### config.mk
export PLATFORM = sky130hd
export DESIGN_NAME = stopwatch_ctrl
export DESIGN_NICKNAME = d
export VERILOG_FILES = /design/src/rtl/stopwatch_pkg.sv /design/src/rtl/stopwatch_ctrl_rise.sv /design/src/rtl/stopwatch_ctrl.sv
export SDC_FILE = /design/constraint.sdc
export NUM_CORES = 1
export LEC_CHECK = 0
export ABC_AREA = 1
export CAP_MARGIN = 40
export CORE_ASPECT_RATIO = 0.75
export CORE_UTILIZATION = 55
export DETAILED_ROUTE_END_ITERATION = 10
export PLACE_DENSITY = 0.72
export SYNTH_ARGS = -nofsm -noshare
export SYNTH_HDL_FRONTEND = slang
export SYNTH_SLANG_ARGS = --single-unit
### constraint.sdc
create_clock -name clk -period 2 [get_ports clk]
set_input_delay 0.4 -clock clk [delete_from_list [all_inputs] [get_ports clk]]
set_output_delay 0.4 -clock clk [all_outputs]
set_load 0.1 [all_outputs]
### src/rtl/stopwatch_pkg.sv
// Shared types and defaults for the stopwatch sequencing controller.
package stopwatch_pkg;

   typedef enum logic [1:0] {
      SW_IDLE  = 2'd0,
      SW_RUN   = 2'd1,
      SW_PAUSE = 2'd2,
      SW_DONE  = 2'd3
   } sw_state_t;

   localparam int TICK_DIV_50MHZ  = 50000000;
   localparam int ALARM_TICKS_DEF = 5;

endpackage

### src/rtl/stopwatch_ctrl_rise.sv
// One-bit rising-edge detector: pulses for the first cycle a level is seen high.
module rise_detect (
   input  logic clk,
   input  logic reset,
   input  logic i_lvl,
   output logic o_rise
);

   logic r_lvl_q;

   // Remember last cycle's level so a held button yields a single pulse.
   always_ff @(posedge clk) begin
      if (reset) r_lvl_q <= 1'b0;
      else       r_lvl_q <= i_lvl;
   end

   assign o_rise = i_lvl & ~r_lvl_q;

endmodule

### src/rtl/stopwatch_ctrl.sv
// Stopwatch sequencing controller: turns button edges into run/pause/lap/clear
// commands, divides clk down to the count tick and times the countdown alarm.
module stopwatch_ctrl
   import stopwatch_pkg::*;
#(
   parameter int TICK_DIV    = TICK_DIV_50MHZ,
   parameter int ALARM_TICKS = ALARM_TICKS_DEF
) (
   input  logic       clk,
   input  logic       reset,
   input  logic       btn_start,
   input  logic       btn_lap,
   input  logic       btn_clear,
   input  logic       dir_sel,
   input  logic       at_zero,
   output logic       cnt_en,
   output logic       cnt_up,
   output logic       cnt_clr,
   output logic       hold,
   output logic       alarm,
   output logic [1:0] state_o
);

   localparam int PW = $clog2(TICK_DIV);
   localparam int AW = $clog2(ALARM_TICKS + 1);
   localparam logic [PW-1:0] P_LAST = PW'(TICK_DIV - 1);
   localparam logic [AW-1:0] A_LOAD = AW'(ALARM_TICKS);

   sw_state_t     r_state, w_state_nxt;
   logic [PW-1:0] r_presc, w_presc_nxt, w_presc_inc;
   logic [AW-1:0] r_acnt,  w_acnt_nxt;
   logic          r_cnt_en, r_cnt_up, r_cnt_clr, r_hold, r_alarm;
   logic          w_cnt_en_nxt, w_cnt_up_nxt, w_cnt_clr_nxt, w_hold_nxt, w_alarm_nxt;
   logic          w_rise_start, w_rise_lap, w_rise_clear;
   logic          w_do_start, w_do_lap, w_do_clear, w_wrap;

   rise_detect u_rise_start (.clk(clk), .reset(reset), .i_lvl(btn_start), .o_rise(w_rise_start));
   rise_detect u_rise_lap   (.clk(clk), .reset(reset), .i_lvl(btn_lap),   .o_rise(w_rise_lap));
   rise_detect u_rise_clear (.clk(clk), .reset(reset), .i_lvl(btn_clear), .o_rise(w_rise_clear));

   // Priority is resolved before looking at the state: a higher-priority
   // rise swallows lower ones even where that state then ignores it.
   assign w_do_clear = w_rise_clear;
   assign w_do_start = w_rise_start & ~w_rise_clear;
   assign w_do_lap   = w_rise_lap & ~w_rise_start & ~w_rise_clear;

   assign w_wrap      = (r_presc == P_LAST);
   assign w_presc_inc = w_wrap ? '0 : r_presc + PW'(1);

   // State register.
   always_ff @(posedge clk) begin
      if (reset) r_state <= SW_IDLE;
      else       r_state <= w_state_nxt;
   end

   // Next-state and next-output decode; every output is registered below.
   always_comb begin
      w_state_nxt   = r_state;
      w_presc_nxt   = r_presc;
      w_acnt_nxt    = r_acnt;
      w_cnt_en_nxt  = 1'b0;
      w_cnt_clr_nxt = 1'b0;
      w_cnt_up_nxt  = r_cnt_up;
      w_hold_nxt    = r_hold;
      w_alarm_nxt   = r_alarm;
      case (r_state)
         SW_IDLE: begin
            if (w_do_clear) begin
               w_cnt_clr_nxt = 1'b1;
               w_presc_nxt   = '0;
            end else if (w_do_start && !(!dir_sel && at_zero)) begin
               // Direction is latched only when a run actually begins.
               w_state_nxt  = SW_RUN;
               w_cnt_up_nxt = dir_sel;
            end
         end
         SW_RUN: begin
            if (!r_cnt_up && at_zero) begin
               // Countdown finished: beats any button this cycle.
               w_state_nxt = SW_DONE;
               w_presc_nxt = '0;
               w_alarm_nxt = 1'b1;
               w_acnt_nxt  = A_LOAD;
            end else begin
               w_presc_nxt  = w_presc_inc;
               w_cnt_en_nxt = w_wrap;
               if (w_do_start)    w_state_nxt = SW_PAUSE;
               else if (w_do_lap) w_hold_nxt  = ~r_hold;
            end
         end
         SW_PAUSE: begin
            if (w_do_clear) begin
               w_state_nxt   = SW_IDLE;
               w_cnt_clr_nxt = 1'b1;
               w_presc_nxt   = '0;
               w_hold_nxt    = 1'b0;
            end else if (w_do_start) begin
               w_state_nxt = SW_RUN;
            end else if (w_do_lap) begin
               w_hold_nxt = 1'b0;
            end
         end
         SW_DONE: begin
            if (w_do_clear) begin
               w_state_nxt   = SW_IDLE;
               w_cnt_clr_nxt = 1'b1;
               w_presc_nxt   = '0;
               w_acnt_nxt    = '0;
               w_alarm_nxt   = 1'b0;
               w_hold_nxt    = 1'b0;
            end else begin
               w_presc_nxt = w_presc_inc;
               if (w_wrap && r_acnt != '0) begin
                  w_acnt_nxt = r_acnt - AW'(1);
                  if (r_acnt == AW'(1)) w_alarm_nxt = 1'b0;
               end
            end
         end
         default: w_state_nxt = SW_IDLE;
      endcase
   end

   // Datapath and output registers.
   always_ff @(posedge clk) begin
      if (reset) begin
         r_presc   <= '0;
         r_acnt    <= '0;
         r_cnt_en  <= 1'b0;
         r_cnt_clr <= 1'b0;
         r_cnt_up  <= 1'b1;
         r_hold    <= 1'b0;
         r_alarm   <= 1'b0;
      end else begin
         r_presc   <= w_presc_nxt;
         r_acnt    <= w_acnt_nxt;
         r_cnt_en  <= w_cnt_en_nxt;
         r_cnt_clr <= w_cnt_clr_nxt;
         r_cnt_up  <= w_cnt_up_nxt;
         r_hold    <= w_hold_nxt;
         r_alarm   <= w_alarm_nxt;
      end
   end

   assign cnt_en  = r_cnt_en;
   assign cnt_clr = r_cnt_clr;
   assign cnt_up  = r_cnt_up;
   assign hold    = r_hold;
   assign alarm   = r_alarm;
   assign state_o = r_state;

endmodule

; Yosys cells after proc, flatten, opt, wreduce, memory -nomap -nowiden
; Index checks and enable logic that the tools add are counted.
[classes]
bitwise_logic = 14
reduce_logical = 20
n_addsub = 2
n_eq_ne = 19
n_mux = 31
[ops]
columns = op, count
row1 = 26-bit 2-to-1 mux, 4
row2 = 26-bit one-hot mux with 3 select lines, 1
row3 = 26-bit by 1-bit adder with 26-bit output (second input constant), 1
row4 = 26-bit equality test (second input constant), 1
row5 = 3-bit inequality test (second input constant), 6
row6 = 2-bit 2-to-1 mux, 7
row7 = 2-bit inequality test (second input constant), 7
row8 = 1-bit 2-to-1 mux, 12
row9 = 3-bit 2-to-1 mux, 3
row10 = 1-bit NOT, 8
row11 = 2-bit one-hot mux with 4 select lines, 1
row12 = 7-bit AND reduction, 1
row13 = 1-bit bitwise AND, 6
row14 = 3-bit one-hot mux with 2 select lines, 1
row15 = 3-bit AND reduction, 2
row16 = 3-bit nonzero test, 2
row17 = 3-bit OR reduction, 2
row18 = 5-bit AND reduction, 1
row19 = 2-bit equality test (second input constant), 2
row20 = 1-bit logical AND, 4
row21 = 4-bit AND reduction, 1
row22 = 2-bit OR reduction, 2
row23 = 3-bit by 1-bit equality test with 1-bit output (second input constant), 1
row24 = 1-bit zero test, 3
row25 = other kinds (7), 7
[totals]
elab_cells = 97
output_inout_bits = 7
ff_bits = 39
input_bits = 7

; Longest topological paths before layout
; Gate-level depths: netlist of the first run.
[logic_depth]
word_depth = 9
depth_mapped = 11

; Modules after synthesis
; Synthesis of the first run repeated with hierarchy kept, for this count alone.
[unflattened]
hier_cells = 337
area_unflattened_um2 = 2213.4
[by_module_without_submodules]
columns = module, area_per_inst_um2, n_inst, cells_each
row1 = stopwatch_ctrl, 2119.5, 1, 325
row2 = rise_detect, 31.3, 3, 4

; Worst setup path after synthesis of the first run
; Ideal clock, no wire load.
[synth_timing]
kind = reg-to-reg
from = reg r_state[0], in the netlist state_o[0]
to = reg r_presc[12]
path_stages_with_launch = 10
arrival_time_ns = 1.983
n_path_buf = 1
setup_ns = 0.073
required_ns = 1.927
path_slack_ns = -0.056
synth_period_minus_slack_ns = 2.056
path_cell_list = dfxtp_1 -> inv_2 -> nor2_2 -> o21ai_2 -> nand2_2 -> nand2_2 -> nand2_4 -> nand2_8 -> buf_6 -> nor3_2
[synth_between]
elab_chain_cells = 3
[synth_rtl]
columns = element, line_no
row1 = from (decl), stopwatch_ctrl.sv:29  ; sw_state_t r_state, w_state_nxt;
row2 = from (signal assigned), stopwatch_ctrl.sv:53  ; else r_state <= w_state_nxt;
row3 = 2-bit equality test / 2-bit zero test (equally long branches), stopwatch_ctrl.sv:66  ; case (r_state)
row4 = 2-bit OR reduction (no line), n/a
row5 = 26-bit one-hot mux with 3 select lines / 2-bit by 1-bit inequality test with 1-bit output (equally long branches), n/a
row6 = to (signal assigned), stopwatch_ctrl.sv:134  ; r_presc <= w_presc_nxt;
row7 = to (decl), stopwatch_ctrl.sv:30  ; logic [PW-1:0] r_presc, w_presc_nxt, w_presc_inc;
; Parallel ways exist; a longest one is shown, timed or not.
; A chain may end at the register's enable or synchronous reset.

; Final worst setup path of the first run
[layout_timing]
from = reg r_presc[0]
to = reg r_presc[22]
[layout_between]
elab_chain_cells = 4
[layout_rtl]
columns = element, line_no
row1 = 26-bit by 1-bit adder with 26-bit output / 26-bit equality test (equally long branches), "stopwatch_ctrl.sv:48, stopwatch_ctrl.sv:47"
row2 = 26-bit 2-to-1 mux (*), stopwatch_ctrl.sv:48  ; assign w_presc_inc = w_wrap ? '0 : r_presc + PW'(1);
row3 = "26-bit 2-to-1 mux, on equally long branches", "stopwatch_ctrl.sv:104, stopwatch_ctrl.sv:78"
row4 = 26-bit one-hot mux with 3 select lines (*), stopwatch_ctrl.sv:66
; Every way passes the cells marked *; elsewhere a longest branch is shown, timed or not.

==> results of run 1 <==
-- logic make-up after synthesis --
| logic type | count (synthesis) |
|---|---|
| buffers and inverters | 46 |
| flip-flops | 39 |
| AND/OR/NAND/NOR | 186 |
| adder cells (fa/ha/maj) | 4 |
| AO/OA/AOI/OAI | 32 |
| XOR/XNOR | 9 |
-- worst paths after layout --
kind,slack (ns),startpoint,end
max reg2reg,0.25,r_presc[0]$_SDFFE_PP0P_,r_presc[22]$_SDFFE_PP0P_
min,0.47,alarm$_SDFFE_PP0P_,alarm$_SDFFE_PP0P_
max,0.25,r_presc[0]$_SDFFE_PP0P_,r_presc[22]$_SDFFE_PP0P_
min reg2reg,0.47,alarm$_SDFFE_PP0P_,alarm$_SDFFE_PP0P_
-- worst max-delay path, cell delays in order (launching register included) --
cell,delay [ns]
dfxtp_1,0.40
ha_1,0.19
nand2_1,0.07
inv_1,0.16
nand3_1,0.18
nor3_1,0.29
nand3_1,0.15
xor2_1,0.16
nor2_1,0.05
-- cell usage after synthesis (all sizes together) --
library cell / number
a211oi: 2
a21o: 1
a21oi: 15
a31oi: 3
buf: 4
clkbuf: 1
dfxtp: 39
ha: 4
inv: 41
nand2: 77
nand3: 28
nand3b: 1
nand4: 6
nor2: 54
nor3: 17
nor3b: 3
o2111ai: 1
o211ai: 1
o21a: 2
o21ai: 6
o31ai: 1
xnor2: 2
xor2: 7
-- cell type report --
class,count,area (um^2)
clock buffers,6,72.57
clock inverters,2,60.06
multi-input cells,231,1215
repair buffers,19,182.7
inverters,41,153.9
well taps,52,65.06
fillers,348,1200
flip-flops and latches,39,783.3
-- power by group through the flow --
stage	combinational [mW]	clock, mW	sequential (mW)
CTS	0.964	0.788	0.925
global route	1.06	0.823	0.939
global placement	0.949	0	0.944
detailed placement	0.956	0	0.942
finish	0.965	0.781	0.925
floorplan	0.512	0	1.17
-- layer usage --
layer,part of all wire [%],global-route usage [%],routed length (um),vias to the layer above
li1,-,-,-,1058
met1,54,37.96,2601,951
met2,41,37.84,1983,34
met3,4.1,6.104,200,7
met4,0.93,6.739,45,0
met5,0,0,0,-
-- state kept, by name, summed over array words and instances (netlist names) --
name	flops
alarm	1
cnt_clr	1
cnt_en	1
cnt_up	1
hold	1
r_acnt	3
r_presc	26
state_o	2
u_rise_clear.r_lvl_q	1
u_rise_lap.r_lvl_q	1
u_rise_start.r_lvl_q	1
-- through the flow --
stage          hold slack (ns)  setup slack (ns)  TNS (ns)
3_5_place_dp            0.4583          -0.01050  -0.03427
4_1_cts                 0.4685            0.2712         0
5_1_grt                 0.5061           0.06740         0
6_report                0.4654            0.2484         0
2_1_floorplan           0.4573            0.1802         0
3_3_place_gp            0.4506           0.03237         0
==> impl_metrics.toml, run 1 <==
[power_and_ir_drop]
clockPowerShare_pct = 29.2
comb_power_share_pct = 36.1
powerDensity_nw_per_um2 = 1054
p_leak_nw = 1.034
ir_drop_uv = 916.5
total_power_mw = 2.670
swShare_pct = 38.49
p_int_mw = 1.642
p_switching_mw = 1.028
power_frac_seq_pct = 34.6

[synthesis]
synth_compound_area_share_pct = 8.638
synth.area.mux_share_pct = 0
yosysTopAreaCell = "dfxtp_1"
synth_top_family_by_area = "simple AND/OR/NAND/NOR gates"
synthXorXnorAreaFrac_pct = 3.604
syn_area_um2 = 2187
synth.area.top_cells = "dfxtp_1 (36%), nand2_1 (12%), nor2_1 (8.1%)"
synth_cells = 316
synth_seq_cells = 39
synth-simple-area-share_pct = 41.02
syn_area_per_cell_um2 = 6.921
synth_fp_nets = 327
ys_types = 37
yosysSeqAreaShare_pct = 35.70
synth_fa_ha_area_share_pct = 2.288
synth_top_area_share_pct = 35.70
synth_warnings = 0

[critical_path]
arrival_ns = 1.94
cp-start-kind = "flop"
reg2reg_depth = 8
path_class = "reg2reg"
cp-end-kind = "flop"
required_ns = 2.19
path_max_fanout = 5

[cts]
clk_path_buf_depth = 2
cts_buffers = 5
cts_tree = "done"
ctsHoldBuffers = 0
numClockSinks = 39
cts_setup_buffers = 0
htree_levels = 2
cts.clk_slew.worst_paths_ns = 0.08
clk_latency_ns = 0.29
ctsRootBufferMaster = "clkbuf_8"
ctsResizeCount = 0

[sta]
post-route-period-util_pct = 87.58
clock_skew_ns = 0.007585
fmax_ghz = 0.5709
setup_viol = 0
final_max_slew_viol_count = 0
rsz0062_at_grt = "false"
slew_headroom_pct = 75.52
min_period_ns = 1.752
tightest_slew_ns = 0.3643
hold_viol_final = 0

[floorplan]
fp.dieH_um = 56.61
fp.dieW_um = 74.82
start_util_pct = 58.60
top_level_ports = 14
dieArea_um2 = 4235
core_um2 = 3732
core.rowCount = 19

[outcome]
status = "completed"

[placement]
gp_congestion = 0.8689
io_buffers = 13
hpwl_mm = 3.691
placed_cell_area_um2 = 2400
dpl.cell_count = 382

[worst_hold_path]
min_path_type = "reg2reg"
min_path_cells = 2

[cells_and_area]
fin_util_pct = 67.85
antennaDiodeCount = 0
final_cells = 390
nets = 348
postLayoutCellArea_um2 = 2532
area_growth_syn_to_layout_pct = 15.79
final_common_cell = "nand2_1"
drive_gt1_share_pct = 13.91
layout_common_cells = "nand2_1 (70), nor2_1 (47), inv_1 (37), dfxtp_1 (37), nand3_1 (26)"

[route]
viasPerCell = 5.256
vias = 2050
routed_wl_mm = 4.830
drt_first_pass_iters = 4
wl_per_cell_um = 12.38
drc_errors = 0
drtAntennaViolNets = 0
drt_iter0_markers = 141

[grt]
grt_max_degree = 18
grt_use_total_pct = 25.92
grt_antenna_before_repair = 0
first_global_vias = 1926
grt_pass1_wl_mm = 8.362
grt_overflow = 0

[run]
drv_cap = 0
No activity file was read; power rests on OpenSTA's default activity.
==> inputs of run 2 (changes only) <==
==> constraint.sdc (replaced) <==
create_clock -name clk -period 1.77 [get_ports clk]
set_input_delay 0.354 -clock clk [delete_from_list [all_inputs] [get_ports clk]]
set_output_delay 0.354 -clock clk [all_outputs]
set_load 0.1 [all_outputs]
==> run 2 against run 1 <==
  * Cell area rose by 8.7%
  * Flip-flop and latch count unchanged
  * Sequential share of layout area is 2.4 points lower
  * Clock skew is essentially flat
  * Total power is 21% higher
  * Critical path type unchanged
  * Worst setup slack lost 0.13 ns
  * Fmax is 6.2% higher
  * Worst hold slack improved by 0.031 ns
  * Non-clock buffer count grew 18
  * Core utilization is 5.9 points higher
==> impl_metrics.toml, run 2 (same netlist as run 1, synthesis figures left out) <==
[cells_and_area]
drive_gt1_share_pct = 19.10
final_common_cell = "nand2_1"
multi_input_comb_area_um2 = 1224
nFillCells = 294
nets = 366
register_area_um2 = 784.5
largest_reg_flops = 26
layout_common_cells = "nand2_1 (70), nor2_1 (46), inv_1 (36), dfxtp_1 (36), nand3_1 (26)"
antennaDiodeCount = 0
area_growth_syn_to_layout_pct = 25.86
largest-register = "r_presc"
fin_util_pct = 73.75

[grt]
grt_max_degree = 18
grt_antenna_before_repair = 0
grt_use_total_pct = 28.33
first_global_vias = 1982
grt_overflow = 0
grt_pass1_wl_mm = 8.914

[floorplan]
start_util_pct = 58.60
fp.dieW_um = 74.82
core_um2 = 3732
fp.dieH_um = 56.61
top_level_ports = 14
dieArea_um2 = 4235
core.rowCount = 19

[critical_path]
arrival_ns = 1.84
crit_top_cell = "nand2_1"
cp-end-kind = "flop"
crit_buf_inv = 1
cp-start-kind = "flop"
cp_slowest_cell = "dfxtp_1"
slowest_delay_ns = 0.35
crit_path_start = "r_presc[1]$_SDFFE_PP0P_"
crit_chain = "buf_4, nand3_2, nor2_1, nand2_1, nor3_4, nand2_1, nor2_1, nand2_1, nor3b_2"
regToRegSetupSlack_ns = 0.12
r2r-start = "r_presc[1]$_SDFFE_PP0P_"
path_max_fanout = 3
path_class = "reg2reg"
required_ns = 1.96
cp_top_family = "simple AND/OR/NAND/NOR gates"

[power_and_ir_drop]
powerDensity_nw_per_um2 = 1172
p_leak_nw = 1.158
ir_drop_uv = 930.8

[route]
drtAntennaViolNets = 0
routed_wl_mm = 5.272
drc_errors = 0
vias = 2131
top_layer_used = "met4"
wl_per_cell_um = 12.92
drt_iter0_markers = 146
viasPerCell = 5.223
route.met2.wl_mm = 2.244
dr_wl_met3_um = 310
drt-met1-wl_mm = 2.639
drt_first_pass_iters = 5

[cts]
cts.clk_slew.worst_paths_ns = 0.08
ctsHoldBuffers = 0
ctsResizeCount = 0
ctsRootBufferMaster = "clkbuf_8"
cts_tree = "done"
clk_path_buf_depth = 2
htree_levels = 2
clk_latency_ns = 0.30
cts_buffers = 5
cts_setup_buffers = 0
numClockSinks = 39

[sta]
final_max_slew_viol_count = 0
clock_skew_ns = 0.007861
post-route-period-util_pct = 93.20
fmax_ghz = 0.6062
hold_viol_final = 0
setup_viol = 0
slew_headroom_pct = 75.21
rsz0062_at_grt = "true"
timing.hold.ws_ns = 0.4966
min_period_ns = 1.650
tightest_slew_ns = 0.3714

[outcome]
status = "completed"

[placement]
io_buffers = 13
gp_congestion = 0.8912
hpwl_mm = 4.035

[run]
drv_cap = 0

[worst_hold_path]
min_path_type = "reg2reg"
holdCritStartpoint = "r_presc[25]$_SDFFE_PP0P_"
-- run 2: cell count changes in the layout (fill, tap and decap cells not counted), sizes merged --
cell  delta
buf     +18
-- run 2: metrics by stage --
stage | instances | power, mW | worst slack (ns) | area, um^2 | TNS [ns]
global route | 408 | 3.387 | -0.08455 | 2753 | -0.09180
global placement | 400 | 2.327 | -0.05425 | 2611 | -0.2642
detailed placement | 400 | 2.347 | -0.1148 | 2611 | -0.8536
CTS | 408 | 3.232 | 0.06314 | 2744 | 0
floorplan | 316 | 1.902 | 0.09227 | 2191 | 0
finish | 408 | 3.227 | 0.1204 | 2753 | 0
-- run 2: cell type report --
| class | instances | area share (%) |
|---|---|---|
| repair buffers | 37 | 14.27 |
| inverters | 41 | 5.591 |
| clock buffers | 6 | 2.636 |
| multi-input cells | 231 | 44.45 |
| well taps | 52 | 2.364 |
| flip-flops and latches | 39 | 28.50 |
| clock inverters | 2 | 2.182 |
-- run 2: final timing paths --
path,to,cells past startpoint
worst max-delay path,r_presc[15]$_SDFFE_PP0P_,9
worst min-delay path,r_presc[25]$_SDFFE_PP0P_,2
worst max register to register,r_presc[15]$_SDFFE_PP0P_,9
worst min register to register,r_presc[25]$_SDFFE_PP0P_,2
-- run 2: power by group --
group	total (mW)	internal, mW	leakage, nW	switching (mW)
sequential	1.06	0.967	0.317	0.0953
combinational	1.28	0.479	0.776	0.797
clock	0.888	0.564	0.0654	0.325
-- run 2: worst register-to-register path, stage by stage (launching register included) --
cell and delay (ns):
dfxtp_1 0.35, buf_4 0.13, nand3_2 0.14, nor2_1 0.12
nand2_1 0.14, nor3_4 0.21, nand2_1 0.10, nor2_1 0.13
nand2_1 0.07, nor3b_2 0.15
-- run 2: per-layer routing --
layer	GRT usage, %	vias up
met3	6.104	12
met4	11.59	0
met2	39.90	64
li1	-	1095
met1	41.37	960
met5	0	-
==> inputs of run 3 (changes only) <==
--- a/config.mk
+++ b/config.mk
@@ -6,11 +6,11 @@
 export NUM_CORES = 1
 export LEC_CHECK = 0
 export ABC_AREA = 1
-export CAP_MARGIN = 40
 export CORE_ASPECT_RATIO = 0.75
 export CORE_UTILIZATION = 55
 export DETAILED_ROUTE_END_ITERATION = 10
 export PLACE_DENSITY = 0.72
+export SLEW_MARGIN = 40
 export SYNTH_ARGS = -nofsm -noshare
 export SYNTH_HDL_FRONTEND = slang
 export SYNTH_SLANG_ARGS = --single-unit
==> results of run 3 <==
The final DEF is identical to that of run 2; final timing and power are the same.
